<file path="src/rtl/seg7_pkg.sv">
// Shared 7-segment definitions: active-low segment codes (bit6=g ... bit0=a)
// and the decoder handshake state.
package seg7_pkg;

   localparam logic [6:0] SEG_0     = 7'h40;
   localparam logic [6:0] SEG_1     = 7'h79;
   localparam logic [6:0] SEG_2     = 7'h24;
   localparam logic [6:0] SEG_3     = 7'h30;
   localparam logic [6:0] SEG_4     = 7'h19;
   localparam logic [6:0] SEG_5     = 7'h12;
   localparam logic [6:0] SEG_6     = 7'h02;
   localparam logic [6:0] SEG_7     = 7'h78;
   localparam logic [6:0] SEG_BLANK = 7'h7F;

   typedef enum logic {
      TRACK = 1'b0,
      HOLD  = 1'b1
   } state_t;

endpackage

</file>
<file path="src/rtl/seg7_pattern_decode.sv">
// Combinational classifier: maps an active-low segment pattern to a digit,
// the blank code, or neither (illegal).
module seg7_pattern_decode
   import seg7_pkg::*;
(
   input  logic [6:0] pattern,
   output logic [2:0] value,
   output logic       is_digit,
   output logic       is_blank
);

   // NOTE: every output gets a default before the case so no path leaves a
   // value unassigned, which would otherwise infer a latch.
   always_comb begin
      value    = 3'd0;
      is_digit = 1'b1;
      is_blank = 1'b0;
      case (pattern)
         SEG_0:     value = 3'd0;
         SEG_1:     value = 3'd1;
         SEG_2:     value = 3'd2;
         SEG_3:     value = 3'd3;
         SEG_4:     value = 3'd4;
         SEG_5:     value = 3'd5;
         SEG_6:     value = 3'd6;
         SEG_7:     value = 3'd7;
         SEG_BLANK: begin
            is_digit = 1'b0;
            is_blank = 1'b1;
         end
         default:   is_digit = 1'b0;
      endcase
   end

endmodule

</file>
<file path="src/rtl/seg7_decoder.sv">
// Watches an active-low 7-segment bus, accepts each pattern once it has held
// stable, and returns decoded digits over valid/ready with blank/illegal flags.
module seg7_decoder
   import seg7_pkg::*;
#(
   parameter int unsigned STABLE_CYCLES = 4,
   parameter int unsigned ERR_W         = 8
) (
   input  logic             clk,
   input  logic             reset,
   input  logic [6:0]       leds,
   input  logic             out_ready,
   output logic             out_valid,
   output logic [2:0]       digit,
   output logic             blank,
   output logic             invalid,
   output logic             overrun,
   output logic [ERR_W-1:0] err_count
);

   localparam int unsigned CNT_W = (STABLE_CYCLES < 1) ? 1 : $clog2(STABLE_CYCLES + 1);
   localparam logic [CNT_W-1:0] CNT_MAX  = CNT_W'(STABLE_CYCLES);
   localparam logic [CNT_W-1:0] CNT_LAST = CNT_W'(STABLE_CYCLES - 1);

   logic [6:0]       s;
   logic [CNT_W-1:0] cnt;
   state_t           state;

   logic [2:0] dec_value;
   logic       dec_digit;
   logic       dec_blank;
   logic       accept;
   logic       digit_accept;

   seg7_pattern_decode u_decode (
      .pattern  (s),
      .value    (dec_value),
      .is_digit (dec_digit),
      .is_blank (dec_blank)
   );

   // One accept per stable period: the edge where cnt reaches saturation.
   assign accept       = (leds == s) && (cnt == CNT_LAST);
   assign digit_accept = accept && dec_digit;

   // NOTE: all state here uses non-blocking assignments so every register
   // samples the pre-edge values, independent of statement order.
   always_ff @(posedge clk) begin
      if (reset) begin
         s         <= SEG_BLANK;
         cnt       <= CNT_MAX;
         state     <= TRACK;
         out_valid <= 1'b0;
         digit     <= 3'd0;
         blank     <= 1'b0;
         invalid   <= 1'b0;
         overrun   <= 1'b0;
         err_count <= '0;
      end else begin
         blank   <= 1'b0;
         invalid <= 1'b0;

         if (leds != s) begin
            s   <= leds;
            cnt <= '0;
         end else if (cnt < CNT_MAX) begin
            cnt <= cnt + 1'b1;
         end

         if (accept && dec_blank) begin
            blank <= 1'b1;
         end
         if (accept && !dec_digit && !dec_blank) begin
            invalid <= 1'b1;
            if (err_count != '1) begin
               err_count <= err_count + 1'b1;
            end
         end

         case (state)
            TRACK: begin
               if (digit_accept) begin
                  digit     <= dec_value;
                  out_valid <= 1'b1;
                  state     <= HOLD;
               end
            end
            HOLD: begin
               if (digit_accept) begin
                  // Handshake on the accept edge frees the slot for the new digit.
                  if (out_ready) begin
                     digit <= dec_value;
                  end else begin
                     overrun <= 1'b1;
                  end
               end else if (out_ready) begin
                  out_valid <= 1'b0;
                  state     <= TRACK;
               end
            end
            default: state <= TRACK;
         endcase
      end
   end

endmodule
</file>
<file path="config.mk">
export PLATFORM = sky130hd
export DESIGN_NAME = seg7_decoder
export DESIGN_NICKNAME = d
export VERILOG_FILES = /design/src/rtl/seg7_pkg.sv /design/src/rtl/seg7_pattern_decode.sv /design/src/rtl/seg7_decoder.sv
export SDC_FILE = /design/constraint.sdc
export NUM_CORES = 1
export LEC_CHECK = 0
export ABC_AREA = 0
export BUFFER_PORTS_ARGS = -buffer_cell sky130_fd_sc_hd__buf_4
export CELL_PAD_IN_SITES_DETAIL_PLACEMENT = 0
export CELL_PAD_IN_SITES_GLOBAL_PLACEMENT = 2
export CORE_MARGIN = 2
export CORE_UTILIZATION = 33
export CTS_CLUSTER_DIAMETER = 100
export DETAILED_ROUTE_END_ITERATION = 8
export PLACE_DENSITY = 0.86
export SYNTH_ARGS = -nofsm -noshare
export SYNTH_HDL_FRONTEND = slang
export SYNTH_HIERARCHICAL = 1
export SYNTH_SLANG_ARGS = --single-unit
</file>
<file path="constraint.sdc">
create_clock -name clk -period 2.65 [get_ports clk]
set_input_delay 0.3975 -clock clk [delete_from_list [all_inputs] [get_ports clk]]
set_output_delay 0.3975 -clock clk [all_outputs]
set_load 0.02 [all_outputs]
</file>
==> results of run 1 <==
-- sequential cells by signal, summed over array words and instances, names as in the netlist --
signal     cells
state          1
blank          1
cnt            3
s              7
out_valid      1
digit          3
invalid        1
err_count      8
overrun        1
-- layer usage --
| metal | part of all wire | vias to the layer above | routed length, um | global-route usage |
|---|---|---|---|---|
| li1 | - | 583 | - | - |
| met2 | 0.52 | 13 | 1476 | 0.2318 |
| met4 | 0.012 | 0 | 33 | 0.06000 |
| met1 | 0.44 | 551 | 1245 | 0.1538 |
| met5 | 0 | - | 0 | 0 |
| met3 | 0.024 | 4 | 69 | 0.01974 |
-- worst max path at each step --
stage | start | to | slack, ps
after global routing | s[5] | digit[0] | -20
after global placement | s[5] | digit[0] | 200
after CTS | s[5] | digit[0] | 100
final | s[4] | digit[0] | 180
after floorplan | s[0] | digit[0] | 230
after detailed placement | s[5] | digit[0] | 110
-- worst max-delay path, cell delays in order (launching register included) --
cell and delay [ps]:
dfxtp_2 360, or4_4 530, a2111oi_4 370, a21oi_1 70
o311ai_1 120, nand4_1 230, ha_1 240, nor2_1 90
nand2_1 130, mux2i_1 170, nor2_1 50
-- through the flow --
step	hold slack, ps	instance area (um^2)	total power [mW]	setup TNS, ps	instances
CTS	321.3	1637	0.7418	0	224
finish	329.5	1647	0.7341	0	224
global route	313.3	1647	0.7701	-16.45	224
detailed placement	497.6	1582	0.4863	0	220
global placement	479.1	1582	0.4845	0	220
floorplan	501.3	1353	0.4631	0	150
-- logic make-up (layout without fill, tap and decap cells) --
| logic type | after synthesis | in the layout | synth area share |
|---|---|---|---|
| and+or+nand+nor | 68 | 68 | 0.2979 |
| DFF | 26 | 26 | 0.3848 |
| AOI/OAI and AO/OA | 25 | 25 | 0.1379 |
| buffers and inverters | 12 | 36 | 0.04070 |
| xor gates and xnor gates | 10 | 10 | 0.06476 |
| muxes | 5 | 5 | 0.03700 |
| adders and majority gates | 4 | 4 | 0.03700 |
-- cells in the final DEF, fill, tap and decap left out, types with 2 or more instances in the layout --
| master | n |
|---|---|
| buf_4 | 27 |
| dfxtp_1 | 23 |
| nor2_1 | 14 |
| xor2_1 | 9 |
| nand3_1 | 8 |
| a21oi_1 | 8 |
| or2_2 | 7 |
| nand2_1 | 7 |
| nor3_1 | 6 |
| inv_1 | 5 |
| mux2i_1 | 5 |
| o21ai_0 | 5 |
| nand2b_1 | 4 |
| or3_1 | 4 |
| ha_1 | 4 |
| clkbuf_8 | 4 |
| nand4_1 | 3 |
| and3_1 | 3 |
| dfxtp_2 | 3 |
| o21ba_2 | 2 |
| nand4b_1 | 2 |
-- layout make-up --
cell class                 count  area (um^2)
fill                         410         2325
multi-input combinational    112        783.3
sequential                    26        524.3
timing repair buffer          27        202.7
tap                           50        62.56
clock buffer                   4        55.05
inverter                       5        18.77
-- power by group through the flow --
stage / Clock (mW) / Combinational [mW] / Sequential (mW)
detailed placement: 0 / 0.0671 / 0.419
finish: 0.256 / 0.0670 / 0.411
global placement: 0 / 0.0661 / 0.418
global route: 0.284 / 0.0736 / 0.413
CTS: 0.264 / 0.0674 / 0.410
floorplan: 0 / 0.0510 / 0.412
-- repair_timing --
| item | CTS | global route |
|---|---|---|
| resized for setup | 0 | 4 |
| setup endpoints to repair | 0 | 5 |
| hold buffers | 0 | 0 |
| buffers inserted | 0 | 0 |
==> impl_metrics.json, run 1 <==
{
  "status": "finished, final reports clean",
  "final_antenna_net_count": 0,
  "clk_latency_ps": 270,
  "first_iter_violations": 83,
  "antenna_found_initial": 0,
  "rows": 23,
  "fin_skew_ps": 9.293,
  "worst-r2r-cell-count": 10,
  "clockBufferDepth": 2,
  "ys_seq_elements": 26,
  "antenna_cells": 0,
  "portBuffers": 24,
  "wirelength_mm": 2.824,
  "cts_tree": "yes",
  "synth_most_common_cell": "dfxtp_1",
  "h-tree-depth": 1,
  "clock.fmax_mhz": 405.5,
  "slew_violations": 0,
  "netlist_area_mm2": 0.001353,
  "r2r-start": "s[4]",
  "startpoint_type": "register",
  "finalNetCount": 189,
  "grt_pass1_wl_mm": 4.519,
  "grt_usage": 0.1307,
  "grt_start_max_net_pins": 27,
  "reg2reg_to": "digit[0]",
  "netSwitchingFraction": 0.2339,
  "gp_congestion": 0.8161,
  "yosys-top-cells-area": "dfxtp_1 (38%), xor2_1 (5.8%), nor2_1 (3.9%)",
  "ir_drop_v": 0.0001472,
  "hold_violations": 0,
  "cts.reportedPaths.clkPinSlew_ps": 90,
  "ys_types": 42,
  "relSlewSlack": 0.7282,
  "seqPwrFrac": 0.559,
  "cts_sinks": 26,
  "min-delay-start": "leds[6]",
  "drive_gt1_frac": 0.2874,
  "worstPathMaxFanout": 7,
  "ys_warn_count": 6,
  "dieArea_mm2": 0.004627,
  "pwr-share-comb": 0.091,
  "synth_top_flop_cell": "dfxtp_1",
  "coreArea_mm2": 0.003971,
  "worstMarginPinSlew_ps": 406.8,
  "synth_cells": 150,
  "syn-mean-instance-area_um2": 9.017,
  "power.density_mw_per_mm2": 445.8,
  "viasPerCell": 5.138,
  "ios": 25,
  "initial_utilization": 0.3406,
  "async_reset_ff_frac": 0,
  "whs_path_depth": 2,
  "hp-class": "in -> reg",
  "fin_ws_ps": 183.9,
  "hpwl_mm": 2.150,
  "fin_crit_ps": 2466,
  "vias": 1151,
  "syn-num-nets": 164,
  "final_util": 0.4146,
  "cp-end-kind": "register",
  "synthTopCellsByCount": "dfxtp_1 (26), nor2_1 (14), xor2_1 (9)",
  "drv_cap": 0,
  "area_growth_syn_to_layout_pct": 21.74,
  "ys_seq_area_frac": 0.3848,
  "place_ws_ps": 107.3,
  "root_buffer": "clkbuf_8",
  "power_frac_clock": 0.349,
  "timing_worst_setup_path_type": "reg -> reg",
  "gr-total-overflow": 0,
  "setup_viol": 0,
  "intPower_uw": 562.4,
  "grt_pass1_vias": 1043,
  "crit_required_ps": 2820,
  "cts-buffers-inserted": 3,
  "rsz0062_at_grt": "yes",
  "synth_top_area_frac": 0.3848,
  "ff2ff_setup_slack_ps": 180,
  "finalCritPeriodShare": 0.9306,
  "p_leak_nw": 0.6470,
  "die_h_um": 68.02,
  "synth-edff-count": 0,
  "die_width_um": 68.02,
  "p_switching_uw": 171.7,
  "wire_per_inst_um": 12.61,
  "drc": 0,
  "holdPathEnd": "s[6]",
  "worstPathArrival_ps": 2630,
  "synth_area_leader_cell": "dfxtp_1",
  "first_pass_iters": 4
}
No activity file was read; power rests on OpenSTA's default activity.
==> inputs of run 2 (changes only) <==
Clock period 2.65 ns to 2.7 ns, I/O delays scaled along.
==> impl_metrics.json, run 2 (synthesis gave the netlist of run 1 again) <==
{
  "r2r-start": "s[1]",
  "slew_violations": 0,
  "h-tree-depth": 1,
  "largest_reg_flops": 8,
  "clk_latency_ps": 270,
  "vias": 1152,
  "whs_path_depth": 2,
  "fin_ws_ps": 223.4,
  "final_common_cell": "buf_4",
  "final_area_mm2": 0.001645,
  "cts-buffers-inserted": 3,
  "die_h_um": 68.02,
  "worstPathArrival_ps": 2680,
  "worstMarginPinSlew_ps": 460.4,
  "wirelength_mm": 2.833,
  "ctsHoldBuffers": 0,
  "antenna_found_initial": 0,
  "p_leak_nw": 0.6473,
  "timing_worst_setup_path_type": "reg -> reg",
  "cp-end-kind": "register",
  "placed_cells": 220,
  "portBuffers": 24,
  "coreArea_mm2": 0.003971,
  "grt_pass1_vias": 1043,
  "tns_ps": 0,
  "clockBufferDepth": 2,
  "place_ws_ps": 157.3,
  "startpoint_type": "register",
  "cpMostUsedCell": "a21oi_1",
  "cp_slowest_cell": "dfxtp_1",
  "post-cts-setup-buffers": 0,
  "cts_tree": "yes",
  "ir_drop_v": 0.0001445,
  "drive_gt1_frac": 0.2816,
  "total_power_uw": 720.6,
  "fin_crit_ps": 2477,
  "finalNetCount": 189,
  "hold_violations": 0,
  "grt_usage": 0.1307,
  "crit_required_ps": 2900,
  "root_buffer": "clkbuf_8",
  "min-delay-start": "leds[6]",
  "first_iter_violations": 82,
  "fin_skew_ps": 9.263,
  "rsz0062_at_grt": "no",
  "grt_pass1_wl_mm": 4.519,
  "gr-total-overflow": 0,
  "first_pass_iters": 4,
  "gp_congestion": 0.8161,
  "instances_no_fill": 224,
  "post_cts_resized": 0,
  "final_util": 0.4143,
  "worstPathCellList": "nand3b_1 > o21ai_0 > a21oi_1 > o311ai_1 > nor3b_1 > nand3_1 > or3_1 > a21oi_1",
  "drv_cap": 0,
  "die_width_um": 68.02,
  "reg2reg_to": "err_count[4]",
  "ff2ff_setup_slack_ps": 220,
  "worst-r2r-cell-count": 8,
  "antenna_cells": 0,
  "setup_viol": 0,
  "power.density_mw_per_mm2": 438.0,
  "wire_per_inst_um": 12.65,
  "slowest_delay_ps": 610,
  "post_dp_cell_area_mm2": 0.001582,
  "status": "finished, final reports clean",
  "hpwl_mm": 2.150,
  "initial_utilization": 0.3406,
  "grt_start_max_net_pins": 27,
  "rows": 23,
  "top_register": "err_count",
  "holdWs_ps": 337.0,
  "viasPerCell": 5.143,
  "cts.reportedPaths.clkPinSlew_ps": 80,
  "fillers": 408,
  "holdPathEnd": "s[6]",
  "hp-class": "in -> reg",
  "relSlewSlack": 0.6926,
  "dieArea_mm2": 0.004627,
  "clock.fmax_mhz": 403.8,
  "final_cell_mix": "buf_4 (27), dfxtp_1 (24), nor2_1 (14)",
  "drc": 0,
  "top_regs": "err_count x8, s x7",
  "finalCritPeriodShare": 0.9173,
  "final_antenna_net_count": 0,
  "area_growth_syn_to_layout_pct": 21.65,
  "ios": 25,
  "worstPathMaxFanout": 11,
  "cts_sinks": 26
}
==> run 2: cell counts in the layout (fill, tap and decap cells not counted) <==
No cell type changed its count.
==> run 2: worst max path at each step <==
stage                     start      endpoint  slack, ps  cells after the start
after detailed placement   s[5]      digit[0]        160                     10
after global placement     s[5]      digit[0]        250                     10
after global routing       s[1]  err_count[4]          1                      8
after floorplan            s[0]      digit[0]        280                     11
final                      s[1]  err_count[4]        220                      8
after CTS                  s[5]      digit[0]        150                     10
==> run 2: layout make-up <==
type                            instances  area [um^2]  share of cell area
Inverter                                5        18.77             0.01141
Clock buffer                            4        55.05             0.03346
Sequential cell                        26        523.0              0.3179
Timing Repair Buffer                   27        202.7              0.1232
Tap cell                               50        62.56             0.03802
Multi-Input combinational cell        112        783.3              0.4760
==> run 2: per-layer routing <==
metal / part of all wire / GRT usage / up-vias
met3: 0.024 / 0.01974 / 4
met4: 0.012 / 0.06000 / 0
met5: 0 / 0 / -
li1: - / - / 583
met1: 0.44 / 0.1538 / 552
met2: 0.53 / 0.2318 / 13
==> run 2: critical path: cells and delay by family, from the launching register on <==
kind               cells  cell delay [ps]
AOI/OAI and AO/OA      4              520
DFF                    1              610
and+or+nand+nor        4             1270
==> run 2: report_power, final <==
part	leakage, nW	total [mW]	switching [mW]	internal [mW]
Clock	0.0288	0.252	0.121	0.130
Sequential	0.211	0.403	0.0131	0.390
Combinational	0.407	0.0657	0.0344	0.0314
Total	0.647	0.721	0.169	0.552
==> inputs of run 3 (changes only) <==
Settings changed: CORE_ASPECT_RATIO set to 1.4, PLACE_DENSITY 0.86 to unset, PLACE_DENSITY_LB_ADDON set to 0.1, RECOVER_POWER set to 25.
==> impl_metrics.json, run 3 (synthesis gave the netlist of run 1 again) <==
{
  "holdPathEnd": "s[6]",
  "fillers": 409,
  "finalNetCount": 190,
  "grtUsageMet3": 0.02269,
  "seqPwrFrac": 0.560,
  "h-tree-depth": 1,
  "post-cts-setup-buffers": 0,
  "wirelength_mm": 2.896,
  "viasPerCell": 5.298,
  "clock.fmax_mhz": 399.4,
  "wire_per_inst_um": 13.28,
  "final_antenna_net_count": 0,
  "pwr-share-comb": 0.095,
  "largest_reg_flops": 8,
  "tns_ps": 0,
  "hpwl_mm": 2.241,
  "netSwitchingFraction": 0.2294,
  "drc": 0,
  "intPower_uw": 552.2,
  "grt_use_met2": 0.2523,
  "ir_drop_v": 0.0002127,
  "clk_latency_ps": 270,
  "gp_congestion": 0.8010,
  "cts-buffers-inserted": 3,
  "die_h_um": 79.75,
  "grt_start_max_net_pins": 27,
  "startpoint_type": "register",
  "fin_skew_ps": 2.197,
  "crit_required_ps": 2860,
  "worst-r2r-cell-count": 10,
  "rsz0062_at_grt": "no",
  "p_leak_nw": 0.6377,
  "seqCellArea_um2": 521.8,
  "gr-total-overflow": 0,
  "first_iter_violations": 38,
  "clockBufferDepth": 2,
  "hp-class": "in -> reg",
  "worstMarginPinSlew_ps": 437.2,
  "area_growth_syn_to_layout_pct": 20.17,
  "antenna_found_initial": 0,
  "root_buffer": "clkbuf_8",
  "vias": 1155,
  "initial_utilization": 0.3451,
  "coreArea_mm2": 0.003919,
  "top_usage_layer": "met2",
  "r2r-start": "s[5]",
  "cts_tree": "yes",
  "p_switching_uw": 164.4,
  "worstPathMaxFanout": 7,
  "cts.reportedPaths.clkPinSlew_ps": 90,
  "die_width_um": 58.11,
  "rows": 27,
  "cts_sinks": 26,
  "status": "finished, final reports clean",
  "multiInputGateArea_um2": 777.0,
  "slew_violations": 0,
  "hold_violations": 0,
  "drive_gt1_frac": 0.2571,
  "startpoint": "s[5]",
  "first_pass_iters": 4,
  "worstPathArrival_ps": 2660,
  "whs_path_depth": 2,
  "final_cell_mix": "dfxtp_1 (25), buf_4 (25), nor2_1 (14)",
  "fin_crit_ps": 2504,
  "dieArea_mm2": 0.004634,
  "finalCritPeriodShare": 0.9273,
  "drv_cap": 0,
  "total_power_uw": 716.6,
  "grt_pass1_vias": 1104,
  "power_frac_clock": 0.344,
  "antenna_cells": 0,
  "portBuffers": 24,
  "met1_usage": 0.1490,
  "top_regs": "err_count x8, s x7",
  "power.density_mw_per_mm2": 440.9,
  "ios": 25,
  "relSlewSlack": 0.7081,
  "timing_worst_setup_path_type": "reg -> reg",
  "ff2ff_setup_slack_ps": 200,
  "grt_usage": 0.1372,
  "min-delay-start": "leds[6]",
  "top_register": "err_count",
  "grt_pass1_wl_mm": 4.919,
  "cp-end-kind": "register",
  "setup_viol": 0,
  "reg2reg_to": "digit[2]"
}
[run 3: routing by layer]
metal,part of all wire,up-vias
li1,-,582
met1,0.40,544
met3,0.025,7
met2,0.56,22
met5,0,-
met4,0.020,0
[run 3: how the worst max path moves through the flow]
stage          slack [ps]  cells past startpoint  endpoint
5_1_grt                10                     10  digit[1]
3_5_place_dp          180                     10  digit[2]
6_report              200                     10  digit[2]
2_1_floorplan         280                     11  digit[0]
4_1_cts               160                     10  digit[2]
3_3_place_gp          280                     10  digit[1]
[run 3: stage by stage]
stage / hold WS, ps / instance area (um^2) / cells / utilization / setup slack (ps)
final: 337.7 / 1625 / 218 / 0.4148 / 196.3
after global routing: 332.0 / 1625 / 218 / 0.4148 / 11.47
after CTS: 326.2 / 1635 / 218 / 0.4173 / 157.3
after detailed placement: 490.7 / 1580 / 214 / 0.4033 / 178.6
after global placement: 483.6 / 1580 / 214 / 0.4033 / 279.0
after floorplan: 508.4 / 1353 / 150 / - / 280.0
[run 3: repair_timing]
item | 4_1_cts | 5_1_grt
resized for setup | 0 | 1
hold buffers | 0 | 0
setup endpoints to repair | 0 | 2
[run 3: critical path, stage by stage, from the launching register on]
cell and delay [ps]:
dfxtp_1 380, or4_4 520, a2111oi_4 350, a21oi_1 70
o311ai_1 120, nand4_1 240, ha_1 250, nor2_1 100
nand2_1 130, mux2i_1 180, nor2_1 50
[run 3: layout make-up]
cell class / instances / share of cell area
inverters: 5 / 0.01155
flip-flops and latches: 26 / 0.3210
repair buffers: 28 / 0.1224
well taps: 43 / 0.03310
multi-input cells: 112 / 0.4781
clock buffers: 4 / 0.03387
[run 3: power by group through the flow]
stage / Sequential [mW] / Combinational, mW / Clock [mW]
3_3_place_gp: 0.410 / 0.0685 / 0
3_5_place_dp: 0.411 / 0.0692 / 0
6_report: 0.401 / 0.0683 / 0.247
5_1_grt: 0.403 / 0.0760 / 0.270
2_1_floorplan: 0.404 / 0.0501 / 0
4_1_cts: 0.402 / 0.0692 / 0.262
